<file path="config.mk">
export PLATFORM = sky130hd
export DESIGN_NAME = iterative_shift_right
export DESIGN_NICKNAME = d
export VERILOG_FILES = /design/src/rtl/iterative_shift_right.sv
export SDC_FILE = /design/constraint.sdc
export NUM_CORES = 1
export LEC_CHECK = 0
export BUFFER_PORTS_ARGS = -buffer_cell sky130_fd_sc_hd__buf_2
export CAP_MARGIN = 25
export CELL_PAD_IN_SITES_DETAIL_PLACEMENT = 1
export CELL_PAD_IN_SITES_GLOBAL_PLACEMENT = 1
export CORE_MARGIN = 4
export CORE_UTILIZATION = 41
export DETAILED_ROUTE_END_ITERATION = 16
export PLACE_DENSITY_LB_ADDON = 0.1
export SKIP_CTS_REPAIR_TIMING = 1
export SYNTH_ARGS = -nofsm -noshare
export SYNTH_HDL_FRONTEND = slang
export SYNTH_SLANG_ARGS = --single-unit
</file>
<file path="constraint.sdc">
create_clock -name Clk -period 2.5 [get_ports Clk]
set_input_delay 0.5 -clock Clk [delete_from_list [all_inputs] [get_ports Clk]]
set_output_delay 0.5 -clock Clk [all_outputs]
set_load 0.01 [all_outputs]
</file>
<file path="src/rtl/iterative_shift_right.sv">
// iterative_shift_right: multi-cycle SRL/SRA unit shifting one bit per clock with start/busy/done handshake
module iterative_shift_right #(
    parameter int WIDTH = 32,
    parameter int SHW   = 5
) (
    input  logic             Clk,
    input  logic             Reset,
    input  logic             Start,
    input  logic [WIDTH-1:0] In,
    input  logic [SHW-1:0]   ShAmt,
    input  logic             Arith,
    input  logic             Flush,
    output logic [WIDTH-1:0] Out,
    output logic             Busy,
    output logic             Done
);
    localparam logic [1:0] IDLE  = 2'd0;
    localparam logic [1:0] SHIFT = 2'd1;
    localparam logic [1:0] DONE  = 2'd2;
    localparam logic [SHW-1:0] ONE = SHW'(1);

    logic [1:0]       state;
    logic [WIDTH-1:0] acc;
    logic [SHW-1:0]   cnt;
    logic             arith;
    logic [WIDTH-1:0] shifted;

    assign shifted = {arith & acc[WIDTH-1], acc[WIDTH-1:1]};
    assign Busy    = state != IDLE;
    assign Done    = state == DONE;

    always_ff @(posedge Clk or posedge Reset) begin
        if (Reset) begin
            state <= IDLE;
            acc   <= '0;
            cnt   <= '0;
            arith <= 1'b0;
            Out   <= '0;
        end else if (Flush) begin
            state <= IDLE;
            cnt   <= '0;
        end else begin
            case (state)
                IDLE: if (Start) begin
                    acc   <= In;
                    cnt   <= ShAmt;
                    arith <= Arith;
                    if (ShAmt == '0) begin
                        state <= DONE;
                        Out   <= In;
                    end else begin
                        state <= SHIFT;
                    end
                end
                SHIFT: begin
                    acc <= shifted;
                    cnt <= cnt - ONE;
                    // Out is captured on the final shift so it is valid for the whole DONE cycle
                    if (cnt == ONE) begin
                        state <= DONE;
                        Out   <= shifted;
                    end
                end
                default: state <= IDLE;
            endcase
        end
    end
endmodule

</file>
==> results.cfg, run 1 <==
[final_layout]
synthToLayoutAreaGrowth_pct = 20.79
drive_above_1_share_pct = 36.17
multi_input_area_um2 = 1344
seqCellArea_um2 = 1777
n_antenna_cell = 0
fin_nets = 415
fillers = 870

[clock_tree]
numCtsBuffers = 9
cts.clk_slew.worst_paths_ns = 0.08
root_buffer = clkbuf_8
clock-sinks = 71
clock_latency_ns = 0.35
cts_tree = built
htree_levels = 3
cts.path.max_buffers = 2

[synth]
synth_cell_types = 25
synth_area_per_cell_um2 = 10.89
yosys_warnings = 0
postSynthCellCount = 298
synth_fp_nets = 342
ys_seq_elements = 71
syn_area_um2 = 3244
seq_area_frac_synth_pct = 54.76

[timing]
tightest_slew_ns = 0.6962
max-slew-margin-rel_pct = 53.58
rsz0062_at_grt = no
fin_crit_ns = 1.875
maxSlewViolCount = 0
tns_ns = 0
fin_crit_sh_pct = 75.00
setup-violations-final = 0
hold_viol = 0
max_clock_freq_mhz = 533.3
clock_skew_ns = 0.009047

[setup_path]
cp_max_fo = 24
worst_ep_required_time_ns = 2.73
start_kind = flop
crit_slowest_cell = dfrtp_1
path_buf_inv = 2
worstPathCellList = inv_1 > ha_1 > a31oi_2 > or3_1 > buf_4 > mux2_4
path_class = reg -> reg
r2r_slack_ns = 0.62
crit_arrival_ns = 2.11
slowest_delay_ns = 0.41
endpoint_kind = flop
critical_path.top_delay_family = flip-flops

[worst_hold_path]
hold_class = in -> async

[floorplan]
fp.coreArea_um2 = 7727
io_pins = 76
die_w_um = 96.96
start_util_pct = 41.99
die_area_um2 = 9400
rows = 32
die_y_um = 96.96

[grt]
grt_pass1_wl_um = 13660
grt_max_degree = 72
antenna_found_initial = 0
grt.total_usage_pct = 18.02
overflow = 0
grt_pass1_vias = 2684

[power_and_ir_drop]
p_per_area_nw_per_um2 = 1043
power.total_mw = 4.086
p_leak_nw = 1.996
vdd_drop_max_v = 0.0003650

[place]
dp_hpwl_um = 5386
gp_congestion = 0.7801
numPortBuffers = 75

[route]
antenna_left = 0
dr.pass1.iters = 4
vias = 2491
drc_errors = 0
wirelength_um = 8054
wl_per_cell_um = 16.85
routed_via_density = 5.211
drtIter0Drc = 125

[status]
outcome = completed

[run]
drv_cap = 0
## state kept, by name, indices dropped and copies added (netlist names)
| name | cells |
|---|---|
| acc | 31 |
| state | 2 |
| cnt | 5 |
| Out | 32 |
| arith | 1 |
## placed cells by master, fill, tap and decap left out, types with 8 or more instances in the layout
master and n:
clkbuf_8 9, dfrtp_1 71, o21ai_0 43, buf_2 75
mux2i_1 19, o31ai_1 18, mux2_4 11, buf_4 8
mux2_2 18, nand2_1 58
## per-layer routing
metal	wire (µm)	share of wire [%]	global-route usage, %	vias up
li1	-	-	-	1184
met1	3764	47	24.26	1249
met2	3889	48	28.56	47
met3	305	3.8	4.614	11
met4	94	1.2	5.724	0
met5	0	0	0	-
## final timing paths
check | start | to | depth (start not counted)
worst max register to register | cnt[1]$_DFFE_PP0P_ | Out[5]$_DFFE_PP0P_ | 6
worst max-delay path | cnt[1]$_DFFE_PP0P_ | Out[5]$_DFFE_PP0P_ | 6
max in group asynchronous | Reset | Out[0]$_DFFE_PP0P_ | 3
min in group Clk | Arith | arith$_DFFE_PP0P_ | 2
worst min register to register | acc[15]$_DFFE_PP0P_ | acc[15]$_DFFE_PP0P_ | 2
worst min-delay path | Reset | cnt[2]$_DFFE_PP0P_ | 3
## area by class of cell
type	count	share of cell area, %
Sequential cell	71	45.34
Multi-Input combinational cell	200	34.29
Timing Repair Buffer	84	11.62
Tap cell	102	3.257
Clock buffer	9	3.161
Clock inverter	7	1.852
Inverter	5	0.4789
## report_power, final
part | switching (mW) | internal [mW]
logic | 0.699 | 0.631
clock network | 0.463 | 0.462
registers | 0.255 | 1.58
total | 1.42 | 2.67
## synthesized netlist by cell type
cell type / count / share of area [%]
a21oi_1: 7 / 1.1
a31oi_1: 1 / 0.19
a32oi_1: 2 / 0.54
and2b_1: 1 / 0.23
buf_2: 6 / 0.93
buf_6: 4 / 1.4
clkbuf_1: 12 / 1.4
dfrtp_1: 71 / 55
ha_1: 2 / 0.77
inv_1: 5 / 0.58
mux2_2: 18 / 6.2
mux2_4: 11 / 5.1
mux2i_1: 19 / 5.9
nand2_1: 58 / 6.7
nand2b_1: 2 / 0.39
nor2_1: 6 / 0.69
nor2b_1: 2 / 0.39
nor3_1: 4 / 0.62
nor3b_1: 2 / 0.46
o21ai_0: 43 / 6.6
o21ba_2: 1 / 0.31
o22ai_1: 1 / 0.19
o31ai_1: 18 / 4.2
or2_2: 1 / 0.19
or3_1: 1 / 0.19
## cell families (layout without fill, tap and decap cells)
| family | Yosys count | count (layout) | synth area share, % |
|---|---|---|---|
| compound gates | 73 | 73 | 13.11 |
| fa+ha+maj | 2 | 2 | 0.7712 |
| buf+inv | 27 | 105 | 4.281 |
| flops | 71 | 71 | 54.76 |
| mux | 48 | 48 | 17.20 |
| simple gates | 77 | 77 | 9.873 |
## worst register-to-register path, stage by stage (launching register included)
cell and delay [ns]:
dfrtp_1 0.41, inv_1 0.13, ha_1 0.18, a31oi_2 0.10, or3_1 0.38, buf_4 0.24, mux2_4 0.33
## per-stage QoR
| stage | area [µm²] | instances | worst slack (ns) | util [%] | hold WS (ns) |
|---|---|---|---|---|---|
| 6_report | 3919 | 478 | 0.6249 | 50.71 | 0.2206 |
| 5_1_grt | 3919 | 478 | 0.5364 | 50.71 | 0.2431 |
| 4_1_cts | 3919 | 478 | 0.6296 | 50.71 | 0.2346 |
| 3_5_place_dp | 3722 | 462 | 0.4452 | 48.17 | 0.4590 |
| 3_3_place_gp | 3722 | 462 | 0.4761 | 48.17 | 0.4535 |
| 2_1_floorplan | 3244 | 298 | 0.2034 | - | 0.4418 |
Note: power is estimated with default switching activity, not from simulation.
==> inputs of run 2 (changes only) <==
==> constraint.sdc (replaced) <==
create_clock -name Clk -period 1.8 [get_ports Clk]
set_input_delay 0.36 -clock Clk [delete_from_list [all_inputs] [get_ports Clk]]
set_output_delay 0.36 -clock Clk [all_outputs]
set_load 0.01 [all_outputs]
==> results.cfg, run 2 (synthesis gave the netlist of run 1 again) <==
[status]
outcome = completed

[timing]
fin_crit_sh_pct = 97.12
setup_ws_ns = 0.05179
hold_viol = 0
fin_crit_ns = 1.748
maxSlewViolCount = 0
clock_skew_ns = 0.01444
max_clock_freq_mhz = 572.0
setup-violations-final = 0
tightest_slew_ns = 0.3886
max-slew-margin-rel_pct = 74.10

[floorplan]
rows = 32
io_pins = 76
die_w_um = 96.96
fp.coreArea_um2 = 7727
die_area_um2 = 9400
start_util_pct = 41.99
die_y_um = 96.96

[final_layout]
layout_commonest_cell = buf_2
fin_nets = 425
most-common-layout-cells = buf_2 (75), dfrtp_1 (70), nand2_1 (58)
synthToLayoutAreaGrowth_pct = 26.07
drive_above_1_share_pct = 38.60
largest-register = Out
n_antenna_cell = 0
largest_register_ffs = 32
reg_top3 = Out: 32 flops, acc: 31 flops, cnt: 5 flops
fillers = 868

[run]
drv_cap = 0

[power_and_ir_drop]
vdd_drop_max_v = 0.0006565
p_per_area_nw_per_um2 = 1443
seqPwrFrac_pct = 42.8
p_switching_mw = 1.935
switching_share_pct = 32.79
comb_power_share_pct = 33.0
p_leak_nw = 2.081
p_int_mw = 3.966
clockPowerShare_pct = 24.2
power.total_mw = 5.901

[route]
wl_per_cell_um = 16.30
drtIter0Drc = 94
vias = 2497
routed_via_density = 5.117
drc_errors = 0
wirelength_um = 7953
dr.pass1.iters = 4
antenna_left = 0

[grt]
grt.total_usage_pct = 17.97
grt_pass1_vias = 2734
overflow = 0
grt_max_degree = 72
grt_pass1_wl_um = 13910
antenna_found_initial = 0

[clock_tree]
root_buffer = clkbuf_8
htree_levels = 3
cts.clk_slew.worst_paths_ns = 0.08
cts.path.max_buffers = 2
clock_latency_ns = 0.34
numCtsBuffers = 9
clock-sinks = 71
cts_tree = built

[setup_path]
crit_arrival_ns = 1.97
cp_max_fo = 22
r2r_slack_ns = 0.05
start_kind = flop
path_class = reg -> reg
timing.rr.start = state[1]$_DFFE_PP0P_
endpoint_kind = flop
worst_ep_required_time_ns = 2.02
r2r-end = Out[5]$_DFFE_PP0P_
reg2reg_depth = 5

[place]
numPortBuffers = 75
dp_hpwl_um = 5294
gp_congestion = 0.8191
dp_slack_ns = -0.06136

[worst_hold_path]
hold_class = in -> async
run 2: stage by stage:
stage	std cells	hold WS, ns	area [µm²]	util (%)	setup TNS, ns
4_1_cts	485	0.1306	4058	52.51	-0.3112
6_report	488	0.1183	4090	52.93	0
3_5_place_dp	469	0.4677	3835	49.63	-0.8991
5_1_grt	488	0.1433	4090	52.93	-0.009656
2_1_floorplan	298	0.4264	3254	-	0
3_3_place_gp	469	0.4539	3835	49.63	-1.046
run 2: worst max-delay path by stage:
stage / from / to / slack [ns] / cells past startpoint
detailed placement: ShAmt[4] / Out[5]$_DFFE_PP0P_ / -0.06 / 6
CTS: state[0]$_DFFE_PP0P_ / Out[30]$_DFFE_PP0P_ / -0.04 / 6
finish: state[1]$_DFFE_PP0P_ / Out[5]$_DFFE_PP0P_ / 0.05 / 5
global route: cnt[1]$_DFFE_PP0P_ / Out[5]$_DFFE_PP0P_ / -0.007 / 6
floorplan: state[1]$_DFFE_PP0P_ / Out[10]$_DFFE_PP0P_ / 0.004 / 7
global placement: ShAmt[4] / Out[6]$_DFFE_PP0P_ / -0.07 / 6
run 2: power groups by stage:
stage	clock network (mW)	logic, mW	registers [mW]
2_1_floorplan	0	1.03	2.66
3_3_place_gp	0	1.90	2.55
3_5_place_dp	0	1.95	2.56
4_1_cts	1.47	1.95	2.54
5_1_grt	1.56	2.18	2.62
6_report	1.43	1.95	2.52
run 2: critical path, stage by stage, from the launching register on:
cell and delay, ns:
dfrtp_1 0.43, o21ba_4 0.27, nand2b_2 0.09, or3_4 0.37, buf_12 0.18, mux2_4 0.30
run 2: final cells by class:
cell class | count | area (µm²) | share of cell area [%]
multi-input combinational | 200 | 1359 | 33.22
clock buffer | 11 | 141.4 | 3.457
timing repair buffer | 94 | 580.6 | 14.19
sequential | 71 | 1778 | 43.47
tap | 102 | 127.6 | 3.120
clock inverter | 5 | 81.33 | 1.988
inverter | 5 | 22.52 | 0.5506
run 2: metal layers:
layer  part of all wire, %  track usage (%)
met5                     0                0
met4                   1.3            5.616
met3                   3.9            4.110
met2                    49            28.82
met1                    46            24.21
